--- config.mk ---
export PLATFORM = sky130hd
export DESIGN_NAME = des_key_schedule_rev
export DESIGN_NICKNAME = d
export VERILOG_FILES = /design/src/rtl/des_key_schedule_rev.sv
export SDC_FILE = /design/constraint.sdc
export NUM_CORES = 1
export LEC_CHECK = 0
export CAP_MARGIN = 10
export CORE_ASPECT_RATIO = 0.7
export CORE_MARGIN = 2
export CORE_UTILIZATION = 50
export DETAILED_ROUTE_END_ITERATION = 10
export PLACE_DENSITY = 0.89
export SLEW_MARGIN = 20
export SYNTH_ARGS = -nofsm -noshare
export SYNTH_HDL_FRONTEND = slang
export SYNTH_SLANG_ARGS = --single-unit
export TNS_END_PERCENT = 10
--- constraint.sdc ---
create_clock -name clk -period 2.4 [get_ports clk]
set_input_delay 0.48 -clock clk [delete_from_list [all_inputs] [get_ports clk]]
set_output_delay 0.48 -clock clk [all_outputs]
set_load 0.05 [all_outputs]
--- src/rtl/des_key_schedule_rev.sv ---
// Sequential DES subkey generator: loads a key through PC-1 and emits one PC-2 subkey
// per valid/ready transfer, K16..K1 (right rotations) or K1..K16 (left rotations).
module des_key_schedule_rev #(
   parameter bit DECRYPT = 1'b1
) (
   input  logic        clk,
   input  logic        rst,
   input  logic        start,
   input  logic [1:64] key_in,
   output logic        busy,
   output logic [1:48] subkey,
   output logic        key_valid,
   input  logic        key_ready,
   output logic [1:4]  round_idx,
   output logic        done
);

   typedef enum logic [1:0] {IDLE, EMIT, FIN} state_t;

   state_t      state_q, state_d;
   logic [1:28] c_q, c_d, d_q, d_d;
   logic [1:48] subkey_q, subkey_d;
   logic        key_valid_q, key_valid_d;
   logic [1:4]  round_idx_q, round_idx_d;
   logic        busy_q, busy_d;
   logic        done_q, done_d;
   logic [1:56] cd_ld;
   logic [1:4]  r_nxt;
   logic        two_nxt;
   logic        unused_parity;

   function automatic logic [1:56] pc1(input logic [1:64] k);
      return {k[57], k[49], k[41], k[33], k[25], k[17], k[9],  k[1],
              k[58], k[50], k[42], k[34], k[26], k[18], k[10], k[2],
              k[59], k[51], k[43], k[35], k[27], k[19], k[11], k[3],
              k[60], k[52], k[44], k[36],
              k[63], k[55], k[47], k[39], k[31], k[23], k[15], k[7],
              k[62], k[54], k[46], k[38], k[30], k[22], k[14], k[6],
              k[61], k[53], k[45], k[37], k[29], k[21], k[13], k[5],
              k[28], k[20], k[12], k[4]};
   endfunction

   function automatic logic [1:48] pc2(input logic [1:56] cd);
      return {cd[14], cd[17], cd[11], cd[24], cd[1],  cd[5],  cd[3],  cd[28],
              cd[15], cd[6],  cd[21], cd[10], cd[23], cd[19], cd[12], cd[4],
              cd[26], cd[8],  cd[16], cd[7],  cd[27], cd[20], cd[13], cd[2],
              cd[41], cd[52], cd[31], cd[37], cd[47], cd[55], cd[30], cd[40],
              cd[51], cd[45], cd[33], cd[48], cd[44], cd[49], cd[39], cd[56],
              cd[34], cd[53], cd[46], cd[42], cd[50], cd[36], cd[29], cd[32]};
   endfunction

   // Direction is fixed at elaboration; two selects a shift of 2 instead of 1.
   function automatic logic [1:28] rot(input logic [1:28] x, input logic two);
      if (DECRYPT) return two ? {x[27:28], x[1:26]} : {x[28], x[1:27]};
      else         return two ? {x[3:28], x[1:2]}   : {x[2:28], x[1]};
   endfunction

   assign unused_parity = ^{key_in[8], key_in[16], key_in[24], key_in[32],
                            key_in[40], key_in[48], key_in[56], key_in[64]};

   always_comb begin
      state_d     = state_q;
      c_d         = c_q;
      d_d         = d_q;
      subkey_d    = subkey_q;
      key_valid_d = key_valid_q;
      round_idx_d = round_idx_q;
      busy_d      = busy_q;
      done_d      = 1'b0;
      cd_ld       = pc1(key_in);
      r_nxt       = round_idx_q + 4'd1;
      // Rounds 2, 9 and 16 (16 wraps to 0) shift by one, all others by two.
      two_nxt     = !(r_nxt == 4'd2 || r_nxt == 4'd9 || r_nxt == 4'd0);
      case (state_q)
         IDLE: begin
            if (start) begin
               // Decrypt starts at C0/D0 since the full encrypt rotation is 28.
               c_d         = DECRYPT ? cd_ld[1:28]  : rot(cd_ld[1:28], 1'b0);
               d_d         = DECRYPT ? cd_ld[29:56] : rot(cd_ld[29:56], 1'b0);
               subkey_d    = pc2({c_d, d_d});
               key_valid_d = 1'b1;
               round_idx_d = 4'd1;
               busy_d      = 1'b1;
               state_d     = EMIT;
            end
         end
         EMIT: begin
            if (key_valid_q && key_ready) begin
               if (round_idx_q == 4'd0) begin
                  key_valid_d = 1'b0;
                  subkey_d    = '0;
                  done_d      = 1'b1;
                  state_d     = FIN;
               end else begin
                  c_d         = rot(c_q, two_nxt);
                  d_d         = rot(d_q, two_nxt);
                  subkey_d    = pc2({c_d, d_d});
                  round_idx_d = r_nxt;
               end
            end
         end
         FIN: begin
            busy_d  = 1'b0;
            state_d = IDLE;
         end
         default: state_d = IDLE;
      endcase
   end

   always_ff @(posedge clk) begin
      if (rst) begin
         state_q     <= IDLE;
         c_q         <= '0;
         d_q         <= '0;
         subkey_q    <= '0;
         key_valid_q <= 1'b0;
         round_idx_q <= '0;
         busy_q      <= 1'b0;
         done_q      <= 1'b0;
      end else begin
         state_q     <= state_d;
         c_q         <= c_d;
         d_q         <= d_d;
         subkey_q    <= subkey_d;
         key_valid_q <= key_valid_d;
         round_idx_q <= round_idx_d;
         busy_q      <= busy_d;
         done_q      <= done_d;
      end
   end

   assign busy      = busy_q;
   assign subkey    = subkey_q;
   assign key_valid = key_valid_q;
   assign round_idx = round_idx_q;
   assign done      = done_q;

endmodule

==> results of run 1 <==
==> logic make-up (layout without fill, tap and decap cells) <==
family | count (synthesis) | count (layout)
buffers and inverters | 108 | 185
DFF | 113 | 113
muxes | 2 | 2
adders and majority gates | 4 | 4
xor gates and xnor gates | 3 | 3
AOI/OAI and AO/OA | 426 | 426
and+or+nand+nor | 131 | 131
==> stage by stage <==
stage / power (mW) / utilization / setup TNS, ns / std cells
floorplan: 2.96 / - / 0 / 787
global placement: 3.45 / 0.626 / 0 / 1019
detailed placement: 3.48 / 0.626 / -0.0410 / 1019
CTS: 5.74 / 0.666 / 0 / 1049
global route: 5.95 / 0.666 / 0 / 1049
finish: 5.77 / 0.666 / 0 / 1049
==> cell type report <==
cell class                 count  area [sq um]  share of cell area
sequential                   113          2260               0.257
timing repair buffer         151          1590               0.181
clock inverter                 6          32.5             0.00369
clock buffer                  24           492              0.0558
inverter                       4          15.0             0.00170
multi-input combinational    566          4190               0.475
tap                          185           231              0.0263
==> critical path, delay by kind of cell (launching register included) <==
kind                     cells  cell delay [ns]
XOR/XNOR                     1             0.71
AO/OA/AOI/OAI                1             0.21
AND/OR/NAND/NOR              1             0.24
flip-flops                   1             0.40
adder cells (fa/ha/maj)      1             0.36
buffers and inverters        1             0.29
==> repair_timing <==
| action | in CTS | in global routing |
|---|---|---|
| hold buffers | 0 | 0 |
| endpoints found under the hold margin | 0 | 0 |
| endpoints found under the setup margin | 0 | 27 |
| resized for setup | 0 | 1 |
==> sequential cells by signal (all words and copies together), names as in the netlist <==
signal     cells
subkey        48
c_q           28
d_q           28
round_idx      4
state_q        2
busy           1
done           1
key_valid      1
==> routing by layer <==
layer  vias to the layer above  routed length, um
li1                       3399                  -
met1                      3615               9930
met2                       489               9900
met3                        32               2490
met4                         2                223
met5                         -                 11
==> cell usage in the layout, fill, tap and decap left out, types with 2 or more instances in the layout <==
cell type | Yosys | final
a21oi_1 | 4 | 3
a22oi_1 | 105 | 105
buf_12 | 0 | 14
buf_4 | 9 | 24
clkbuf_1 | 63 | 3
clkbuf_16 | 0 | 17
clkbuf_8 | 0 | 4
clkdlybuf4s50_1 | 0 | 113
clkinv_2 | 0 | 5
dfxtp_1 | 113 | 113
ha_1 | 4 | 4
inv_1 | 4 | 4
nand2_1 | 50 | 50
nand2b_1 | 2 | 2
nand3_1 | 3 | 3
nand4_1 | 55 | 55
nor2_1 | 8 | 6
nor2_4 | 0 | 3
nor3_1 | 3 | 2
nor4_1 | 2 | 2
o211a_1 | 47 | 47
o211ai_1 | 65 | 65
o21a_1 | 55 | 55
o21ai_0 | 47 | 47
o21ai_1 | 3 | 2
o221ai_1 | 94 | 94
==> worst min-delay path by stage <==
stage	from	to	cells past startpoint
2_1_floorplan	c_q[14]$_SDFFE_PP0P_	subkey[19]$_SDFFE_PP0P_	2
3_3_place_gp	busy$_SDFFE_PP0P_	busy$_SDFFE_PP0P_	2
3_5_place_dp	busy$_SDFFE_PP0P_	busy$_SDFFE_PP0P_	2
4_1_cts	rst	round_idx[3]$_SDFFE_PP0P_	2
5_1_grt	rst	key_valid$_SDFFE_PP0P_	2
6_report	rst	round_idx[3]$_SDFFE_PP0P_	2
==> where the power goes <==
| group | total [mW] | switching, mW | internal [mW] |
|---|---|---|---|
| clock | 2.29 | 0.883 | 1.41 |
| sequential | 2.21 | 0.193 | 2.01 |
| combinational | 1.27 | 0.793 | 0.482 |
==> key figures, run 1 <==
Worst setup path
  • Path type of the worst setup path: flop to flop
  • Depth of the worst register-to-register path: 5
  • Worst setup SP type: flop
  • R2R Path Start: round_idx[4]$_SDFFE_PP0P_
  • Cells along the critical path: ha_1 > xnor2_2 > nand2_1 > buf_4 > o221ai_1
  • Kind of end point of the critical path: flop
  • FF-to-FF End: c_q[24]$_SDFFE_PP0P_
  • Crit path DAT: around 2.6 ns
  • Critical Path Start: round_idx[4]$_SDFFE_PP0P_
  • Slowest-stage cell, CP: xnor2_2
  • Data required time at the worst endpoint: 2.71 ns
  • Critical Path Sink: c_q[24]$_SDFFE_PP0P_
  • Max stage delay on crit path: ~0.7 ns
  • Slack of the worst reg-to-reg path: slightly below 0.09 ns
  • Critical-path maximum fanout: 23

Yosys
  • Area share of and/or/nand/nor cells after synthesis: 0.0996
  • Share of the synthesized area in compound gates (AO/OA/AOI/OAI): 0.485
  • Most numerous cell in the Yosys netlist: dfxtp_1
  • Post-synthesis cell count: 787
  • Synth top area cells: dfxtp_1 (33%), o221ai_1 (12%), a22oi_1 (12%)
  • Adder-cell share of the synthesized area: 0.00733
  • Share of cell area taken by muxes after synthesis: 0.00312
  • Cell type with the largest total area after synthesis: dfxtp_1
  • Top post-synthesis cells by count: dfxtp_1 (113), a22oi_1 (105), o221ai_1 (94)
  • Syn_nets: around 860
  • FF+latch count, synth: approximately 110
  • Sequential share of the synthesized area: 0.331
  • Post-synthesis instance area: between 6000 and 7000 sq um
  • Per-instance average area after synthesis: a little under 9 sq um
  • Main flop type after synthesis: dfxtp_1
  • Parity-gate share of the synthesized area counting xor and xnor cells: 0.00385
  • Dominant combinational cell family by area after synthesis: compound AO/OA/AOI/OAI gates
  • Async set-reset flop share out of synthesis: 0
  • Distinct cell type count of the synthesized netlist: slightly above 40
  • Fraction of post-synthesis cell area in the top cell type by area: 0.331
  • Warning count from the yosys run: 0
  • Number of enable-type register cells in the synthesized netlist: 0

Global route
  • Via count of the first global-routing pass: about 7000
  • Grt met2 use: 0.443
  • Remaining Overflow, GRT: 0
  • GR Layer Usage met1: 0.442
  • Total global-route track usage: 0.306
  • Met3 global-route usage: 0.0875
  • Wire length of the first global-routing pass: 36.1 mm
  • Number of antenna violations at the first check in global routing: 1
  • Most used routing layer: met2
  • Largest net degree at the start of global routing: 75

Floorplanning
  • Floorplan core area: 13200 sq um
  • Die boundary height: 102 um
  • Row Count: 35
  • Area of the die: about 15000 sq um
  • Effective utilization at floorplan: 0.516
  • Width of the chip: ~140 um
  • Total I/O pin count: about 120

Timing
  • Min cycle time layout: 2.31 ns
  • Highest achievable clock rate: 433 MHz
  • Count of endpoints failing setup in the final report: 0
  • Final-report hold violation count: 0
  • Worst hold slack: 0.425 ns
  • Part of the cycle the worst path needs: 0.963
  • Minimum setup slack in the final design: around 0.089 ns
  • Transition at the pin with the smallest max-transition slack: 0.865 ns
  • Final Slew Violations: 0
  • Skew final: between 0.01 and 0.015 ns
  • Rel. slew slack: 0.420
  • Unrepaired setup endpoints after global routing: false

Cells and area
  • Number of diodes: 0
  • Fill cell instance count of the final layout: approximately 1100
  • Synth-to-Final Area Change: 29.1%
  • Layout Cell Area excl Fill: approximately 9000 sq um
  • Number of nets in the layout: between 900 and 1000
  • Proportion of layout cells with a drive suffix above 1: 0.0914

CTS
  • Number of buffers inserted to repair setup after CTS: 0
  • Num CTS Buffers: 17
  • Clock Sink Count: 113
  • Clock-pin slew reported for the worst setup and hold paths after clock tree synthesis: 0.05 ns
  • Number of buffers between clock root and the deepest sink: 2
  • # H-tree levels: 4
  • TritonCTS clock tree: done
  • Clock tree root buffer cell: clkbuf_16
  • Source-to-sink clock delay at the later pin of the worst-skew pair: 0.42 ns

Placement
  • Placement-stage cell area: roughly 8300 sq um
  • Routability cong.: 0.837
  • Detailed-placement wirelength estimate: about 14 mm
  • Post-placement worst setup slack: -0.0174 ns
  • Number of input and output port buffers inserted: around 110

Routing
  • Count of unresolved DRC violations after routing: 0
  • First DRT Iteration DRCs: 957
  • Via count: 7537
  • Final wirelength: approximately 23 mm
  • Average via count per standard cell: between 7 and 8
  • Number of optimization iterations in the first detailed-route pass: 8
  • Antenna violation net count after detailed routing: 0
  • Per-cell routed wire length: about 22 um

Run status
  • Status: finished clean

Worst hold path
  • Type of the tightest min-delay check: primary input to flop

Power and ir drop
  • Leak pwr: ~3.4 nW
  • Max VDD drop: approximately 0.00053 V
  • Pwr Density: ~650 nW/um^2

Run
  • Max-cap violations: 0
Power figures use the tool's default switching activity.
==> run 2, diff against run 1 <==
--- a/config.mk
+++ b/config.mk
@@ -8,9 +8,9 @@
 export CAP_MARGIN = 10
 export CORE_ASPECT_RATIO = 0.7
 export CORE_MARGIN = 2
-export CORE_UTILIZATION = 50
+export CORE_UTILIZATION = 35
 export DETAILED_ROUTE_END_ITERATION = 10
-export PLACE_DENSITY = 0.89
+export PLACE_DENSITY = 0.69
 export SLEW_MARGIN = 20
 export SYNTH_ARGS = -nofsm -noshare
 export SYNTH_HDL_FRONTEND = slang
==> run 2 against run 1 <==
Against the previous run: core utilization shrank 20 points; clock-buffer cell count grew 2; worst hold slack gained 0.026 ns; clock skew grew 0.0013 ns; largest power group unchanged.
==> key figures, run 2 (same netlist as run 1, synthesis figures left out) <==
CTS
  • TritonCTS clock tree: done
  • # H-tree levels: 4 (unchanged)
  • Clock Sink Count: 113 (unchanged)
  • Number of buffers between clock root and the deepest sink: 2 (unchanged)
  • Total of cells resized after clock tree synthesis: 0 (unchanged)
  • Clock-pin slew reported for the worst setup and hold paths after clock tree synthesis: 0.05 ns (about the same)
  • Num CTS Buffers: 17 (unchanged)
  • Clock tree root buffer cell: clkbuf_16
  • Number of buffers inserted to repair setup after CTS: 0 (unchanged)
  • Source-to-sink clock delay at the later pin of the worst-skew pair: 0.42 ns (about the same)
  • CTS Hold Buffers Added: 0 (unchanged)

Global route
  • Total global-route track usage: 0.231 (-0.0743)
  • Remaining Overflow, GRT: 0 (unchanged)
  • Number of antenna violations at the first check in global routing: 0 (-1)
  • Largest net degree at the start of global routing: 93 (+24%)
  • Wire length of the first global-routing pass: 38.0 mm (+5.2%)
  • Via count of the first global-routing pass: 6956 (+0.78%)

Placement
  • Placement-stage cell area: 8420 sq um (+1.7%)
  • Detailed-placement wirelength estimate: 14.6 mm (+7.6%)
  • Routability cong.: 0.772 (-7.7%)
  • Number of input and output port buffers inserted: 114 (unchanged)
  • # placed instances: 1103 (+8.2%)

Timing
  • Part of the cycle the worst path needs: 0.948 (-0.0150)
  • Unrepaired setup endpoints after global routing: false
  • Final-report hold violation count: 0 (unchanged)
  • Rel. slew slack: 0.616 (+0.196)
  • Skew final: 0.0117 ns (+0.00131 ns)
  • Transition at the pin with the smallest max-transition slack: 0.574 ns (-0.292 ns)
  • Worst hold slack: 0.451 ns (+0.0260 ns)
  • Final Slew Violations: 0 (unchanged)
  • Final setup TNS: 0 ns (unchanged)
  • Highest achievable clock rate: 440 MHz (+1.6%)
  • Count of endpoints failing setup in the final report: 0 (unchanged)
  • Min cycle time layout: 2.27 ns (-0.0361 ns)

Worst setup path
  • Worst setup SP type: flop
  • Max stage delay on crit path: 0.87 ns (+0.16 ns)
  • R2R Path Start: round_idx[4]$_SDFFE_PP0P_
  • Critical-path maximum fanout: 8 (-65%)
  • Dominant delay contributor by cell family on the critical path: buffers and inverters
  • FF-to-FF End: subkey[40]$_SDFFE_PP0P_
  • Depth of the worst register-to-register path: 9 (+4)
  • Instance count on the critical path: 1 (-4)
  • Cells along the critical path: clkdlybuf4s50_1
  • Crit path DAT: 1.79 ns (-0.83 ns)
  • Slowest-stage cell, CP: clkdlybuf4s50_1
  • Critical Path Sink: round_idx[4]
  • Worst path buffer plus inverter count: 1 (unchanged)
  • Slack of the worst reg-to-reg path: 0.22 ns (+0.13 ns)
  • Data required time at the worst endpoint: 1.92 ns (-0.79 ns)
  • Kind of end point of the critical path: output port
  • Path type of the worst setup path: flop to output port
  • Critical Path Start: round_idx[4]$_SDFFE_PP0P_

Floorplanning
  • Width of the chip: 171 um (+19%)
  • Floorplan core area: 19000 sq um (+44%)
  • Total I/O pin count: 123 (unchanged)
  • Row Count: 42 (+20%)
  • Effective utilization at floorplan: 0.359 (-0.157)
  • Area of the die: 20600 sq um (+41%)
  • Die boundary height: 121 um (+19%)

Routing
  • Count of unresolved DRC violations after routing: 0 (unchanged)
  • Per-cell routed wire length: 21.1 um (-1.7%)
  • Average via count per standard cell: 6.60 (-8.2%)
  • Antenna violation net count after detailed routing: 0 (unchanged)
  • First DRT Iteration DRCs: 921 (-3.8%)
  • Via count: 7480 (-0.76%)
  • Number of optimization iterations in the first detailed-route pass: 6 (-2)
  • Final wirelength: 24.0 mm (+6.3%)

Power and ir drop
  • Total power draw: 5.85 mW (+1.4%)
  • Max VDD drop: 0.000345 V (-35%)
  • Leak pwr: 3.39 nW (+0.65%)
  • Pwr Density: 653 nW/um^2 (-0.27%)

Worst hold path
  • Type of the tightest min-delay check: primary input to flop
  • Hold Startpoint: rst

Run
  • Max-cap violations: 0 (unchanged)

Run status
  • Status: finished clean

Cells and area
  • Commonest cells after routing, fill and taps aside: dfxtp_1 (113), clkdlybuf4s50_1 (113), a22oi_1 (105)
  • Number of nets in the layout: 930 (+0.54%)
  • Final Instance Count excl. Fillers: 1134 (+8.1%)
  • Number of flip-flops under the largest register name: 48 (unchanged)
  • Number of diodes: 0 (unchanged)
  • Synth-to-Final Area Change: 31.2%
  • Proportion of layout cells with a drive suffix above 1: 0.0977 (+0.00627)
  • Layout Cell Area excl Fill: 8960 sq um (+1.6%)
==> run 2: worst min-delay path by stage <==
stage / endpoint / slack [ns] / cells after the start
4_1_cts: key_valid$_SDFFE_PP0P_ / 0.43 / 2
3_5_place_dp: busy$_SDFFE_PP0P_ / 0.47 / 2
2_1_floorplan: subkey[19]$_SDFFE_PP0P_ / 0.53 / 2
3_3_place_gp: busy$_SDFFE_PP0P_ / 0.48 / 2
6_report: round_idx[3]$_SDFFE_PP0P_ / 0.45 / 2
5_1_grt: round_idx[3]$_SDFFE_PP0P_ / 0.46 / 2
==> run 2: per-layer routing <==
metal / vias up / track usage / share of wire
met1: 3680 / 0.338 / 0.48
met2: 365 / 0.335 / 0.42
met4: 0 / 0.0630 / 0.012
met5: - / 0 / 0
li1: 3404 / - / -
met3: 31 / 0.0576 / 0.082
==> run 2: stage by stage <==
step / setup slack, ns / utilization
floorplan: 0.0753 / -
global placement: 0.0300 / 0.443
detailed placement: 0.0242 / 0.443
CTS: 0.118 / 0.471
global route: 0.0150 / 0.471
finish: 0.126 / 0.471
==> run 2: layout make-up <==
type	count	area [sq um]
inverters	4	15.0
clock inverters	5	27.5
flip-flops and latches	113	2260
fillers	1817	10100
clock buffers	26	509
multi-input cells	566	4180
well taps	264	330
repair buffers	156	1630
==> run 2: power breakdown <==
group	leakage [nW]	internal [mW]	switching (mW)	total, mW
Clock	0.266	1.44	0.903	2.35
Sequential	0.928	2.01	0.195	2.21
Combinational	2.20	0.495	0.799	1.29
Total	3.39	3.95	1.90	5.85
==> run 3, diff against run 2 <==
--- a/config.mk
+++ b/config.mk
@@ -9,7 +9,9 @@
 export CORE_ASPECT_RATIO = 0.7
 export CORE_MARGIN = 2
 export CORE_UTILIZATION = 35
+export CTS_CLUSTER_SIZE = 28
 export DETAILED_ROUTE_END_ITERATION = 10
+export GPL_TIMING_DRIVEN = 0
 export PLACE_DENSITY = 0.69
 export SLEW_MARGIN = 20
 export SYNTH_ARGS = -nofsm -noshare
==> run 3 against run 2 <==
Against the previous run: final cell count rose by 5.6%; sequential share of layout area barely moved; combinational power rose by 4%; worst setup slack got worse by 0.089 ns.
==> key figures, run 3 (same netlist as run 1, synthesis figures left out) <==
Run status
  • Status: finished clean

Timing
  • Worst hold slack: 0.479 ns (+0.0272 ns)
  • Rel. slew slack: 0.376 (-0.240)
  • Final setup TNS: 0 ns (unchanged)
  • Skew final: 0.0110 ns (-0.000710 ns)
  • Count of endpoints failing setup in the final report: 0 (unchanged)
  • Final-report hold violation count: 0 (unchanged)
  • Final Slew Violations: 0 (unchanged)
  • Highest achievable clock rate: 423 MHz (-3.8%)
  • Unrepaired setup endpoints after global routing: true
  • Transition at the pin with the smallest max-transition slack: 0.935 ns (+0.362 ns)
  • Part of the cycle the worst path needs: 0.985 (+0.0372)
  • Min cycle time layout: 2.36 ns (+0.0892 ns)
  • Minimum setup slack in the final design: 0.0364 ns (-0.0892 ns)

CTS
  • # H-tree levels: 4 (unchanged)
  • Number of buffers between clock root and the deepest sink: 2 (unchanged)
  • CTS Hold Buffers Added: 0 (unchanged)
  • Clock-pin slew reported for the worst setup and hold paths after clock tree synthesis: 0.06 ns (about the same)
  • Source-to-sink clock delay at the later pin of the worst-skew pair: 0.44 ns (+0.02 ns)
  • Clock tree root buffer cell: clkbuf_16
  • Num CTS Buffers: 17 (unchanged)
  • TritonCTS clock tree: done
  • Clock Sink Count: 113 (unchanged)

Placement
  • # placed instances: 1164 (+5.5%)
  • Detailed-placement wirelength estimate: 20.5 mm (+41%)
  • Routability cong.: 0.900 (+17%)
  • Post-placement worst setup slack: -0.701 ns (-0.725 ns)
  • Number of input and output port buffers inserted: 113 (-0.88%)

Cells and area
  • Number of nets in the layout: 992 (+6.7%)
  • Proportion of layout cells with a drive suffix above 1: 0.103 (+0.00519)
  • Most frequent standard cell in the layout excluding fill and tap cells: clkdlybuf4s50_1
  • Commonest cells after routing, fill and taps aside: clkdlybuf4s50_1 (113), dfxtp_1 (111), a22oi_1 (105)
  • Number of flip-flops under the largest register name: 48 (unchanged)
  • Final Instance Count excl. Fillers: 1197 (+5.6%)
  • Synth-to-Final Area Change: 31.5%
  • Util after Layout: 0.472 (+0.000855)
  • Number of diodes: 0 (unchanged)

Power and ir drop
  • Relative contribution of the clock network to total power: 0.432 (+0.031)
  • Pwr Density: 700 nW/um^2 (+7.2%)
  • Net switching power of the design: 2.09 mW (+10%)
  • Register share of total power: 0.355 (-0.023)
  • Internal power consumption: 4.19 mW (+6.1%)
  • Proportion of power drawn by combinational gates: 0.213 (-0.008)
  • Max VDD drop: 0.000510 V (+48%)
  • Leak pwr: 3.46 nW (+1.8%)
  • Sw frac: 0.333 (+0.00810)

Routing
  • Average via count per standard cell: 6.90 (+4.6%)
  • Count of unresolved DRC violations after routing: 0 (unchanged)
  • Antenna violation net count after detailed routing: 0 (unchanged)
  • Per-cell routed wire length: 24.9 um (+18%)
  • Via count: 8256 (+10%)
  • Number of optimization iterations in the first detailed-route pass: 8 (+2)
  • First DRT Iteration DRCs: 1346 (+46%)
  • Final wirelength: 29.8 mm (+24%)

Global route
  • Wire length of the first global-routing pass: 45.5 mm (+20%)
  • Via count of the first global-routing pass: 7597 (+9.2%)
  • Remaining Overflow, GRT: 0 (unchanged)
  • Largest net degree at the start of global routing: 17 (-82%)
  • Number of antenna violations at the first check in global routing: 0 (unchanged)
  • Total global-route track usage: 0.287 (+0.0562)

Worst setup path
  • Path type of the worst setup path: flop to flop
  • Kind of end point of the critical path: flop
  • Worst setup SP type: flop
  • Crit path DAT: 2.71 ns (+0.92 ns)
  • Data required time at the worst endpoint: 2.75 ns (+0.83 ns)
  • Depth of the worst register-to-register path: 5 (-4)
  • Critical-path maximum fanout: 10 (+2)

Floorplanning
  • Die boundary height: 121 um (unchanged)
  • Width of the chip: 171 um (unchanged)
  • Total I/O pin count: 123 (unchanged)
  • Row Count: 42 (unchanged)
  • Effective utilization at floorplan: 0.359 (unchanged)
  • Area of the die: 20600 sq um (unchanged)
  • Floorplan core area: 19000 sq um (unchanged)

Run
  • Max-cap violations: 0 (unchanged)

Worst hold path
  • Type of the tightest min-delay check: flop to flop
  • Hold depth: 2 (unchanged)
run 3: stage by stage:
step | cell area, sq um | total power [mW]
after floorplan | 6820 | 2.96
after global placement | 8290 | 3.51
after detailed placement | 8290 | 3.53
after CTS | 8920 | 6.20
after global routing | 8970 | 6.43
final | 8970 | 6.28
run 3: cell type report:
class	count	area (sq um)
repair buffers	114	1140
well taps	264	330
flip-flops and latches	113	2260
plain buffers	104	499
multi-input cells	566	4110
clock buffers	22	484
fillers	1887	10100
inverters	4	15.0
clock inverters	10	131
run 3: timing repair:
| item | 4_1_cts | 5_1_grt |
|---|---|---|
| pin swaps | 0 | 1 |
| setup buffers | 0 | 1 |
| endpoints found under the setup margin | 102 | 92 |
| gates resized for setup | 8 | 31 |
run 3: power by group through the flow:
stage	Clock [mW]	Sequential (mW)	Combinational (mW)
floorplan	0	2.38	0.575
global placement	0	2.25	1.26
detailed placement	0	2.26	1.27
CTS	2.70	2.22	1.28
global route	2.79	2.25	1.39
finish	2.71	2.23	1.34
run 3: worst paths after layout:
check | start | end | slack [ns]
worst min-delay path | busy$_SDFFE_PP0P_ | busy$_SDFFE_PP0P_ | 0.48
worst max register to register | state_q[0]$_SDFFE_PP0P_ | subkey[24]$_SDFFE_PP0P_ | 0.04
worst min register to register | busy$_SDFFE_PP0P_ | busy$_SDFFE_PP0P_ | 0.48
worst max-delay path | state_q[0]$_SDFFE_PP0P_ | subkey[24]$_SDFFE_PP0P_ | 0.04
run 3: worst max-delay path, stage by stage, from the launching register on:
cell,delay (ns)
dfxtp_1,0.47
nand2b_1,0.33
a21o_1,0.27
clkbuf_1,0.73
a22oi_1,0.27
o221ai_1,0.21
run 3: per-layer routing:
metal	part of all wire	GRT usage	up-vias
met5	0	0	-
met4	0.032	0.129	0
met3	0.13	0.0789	92
met2	0.40	0.369	669
met1	0.44	0.435	3947
li1	-	-	3548
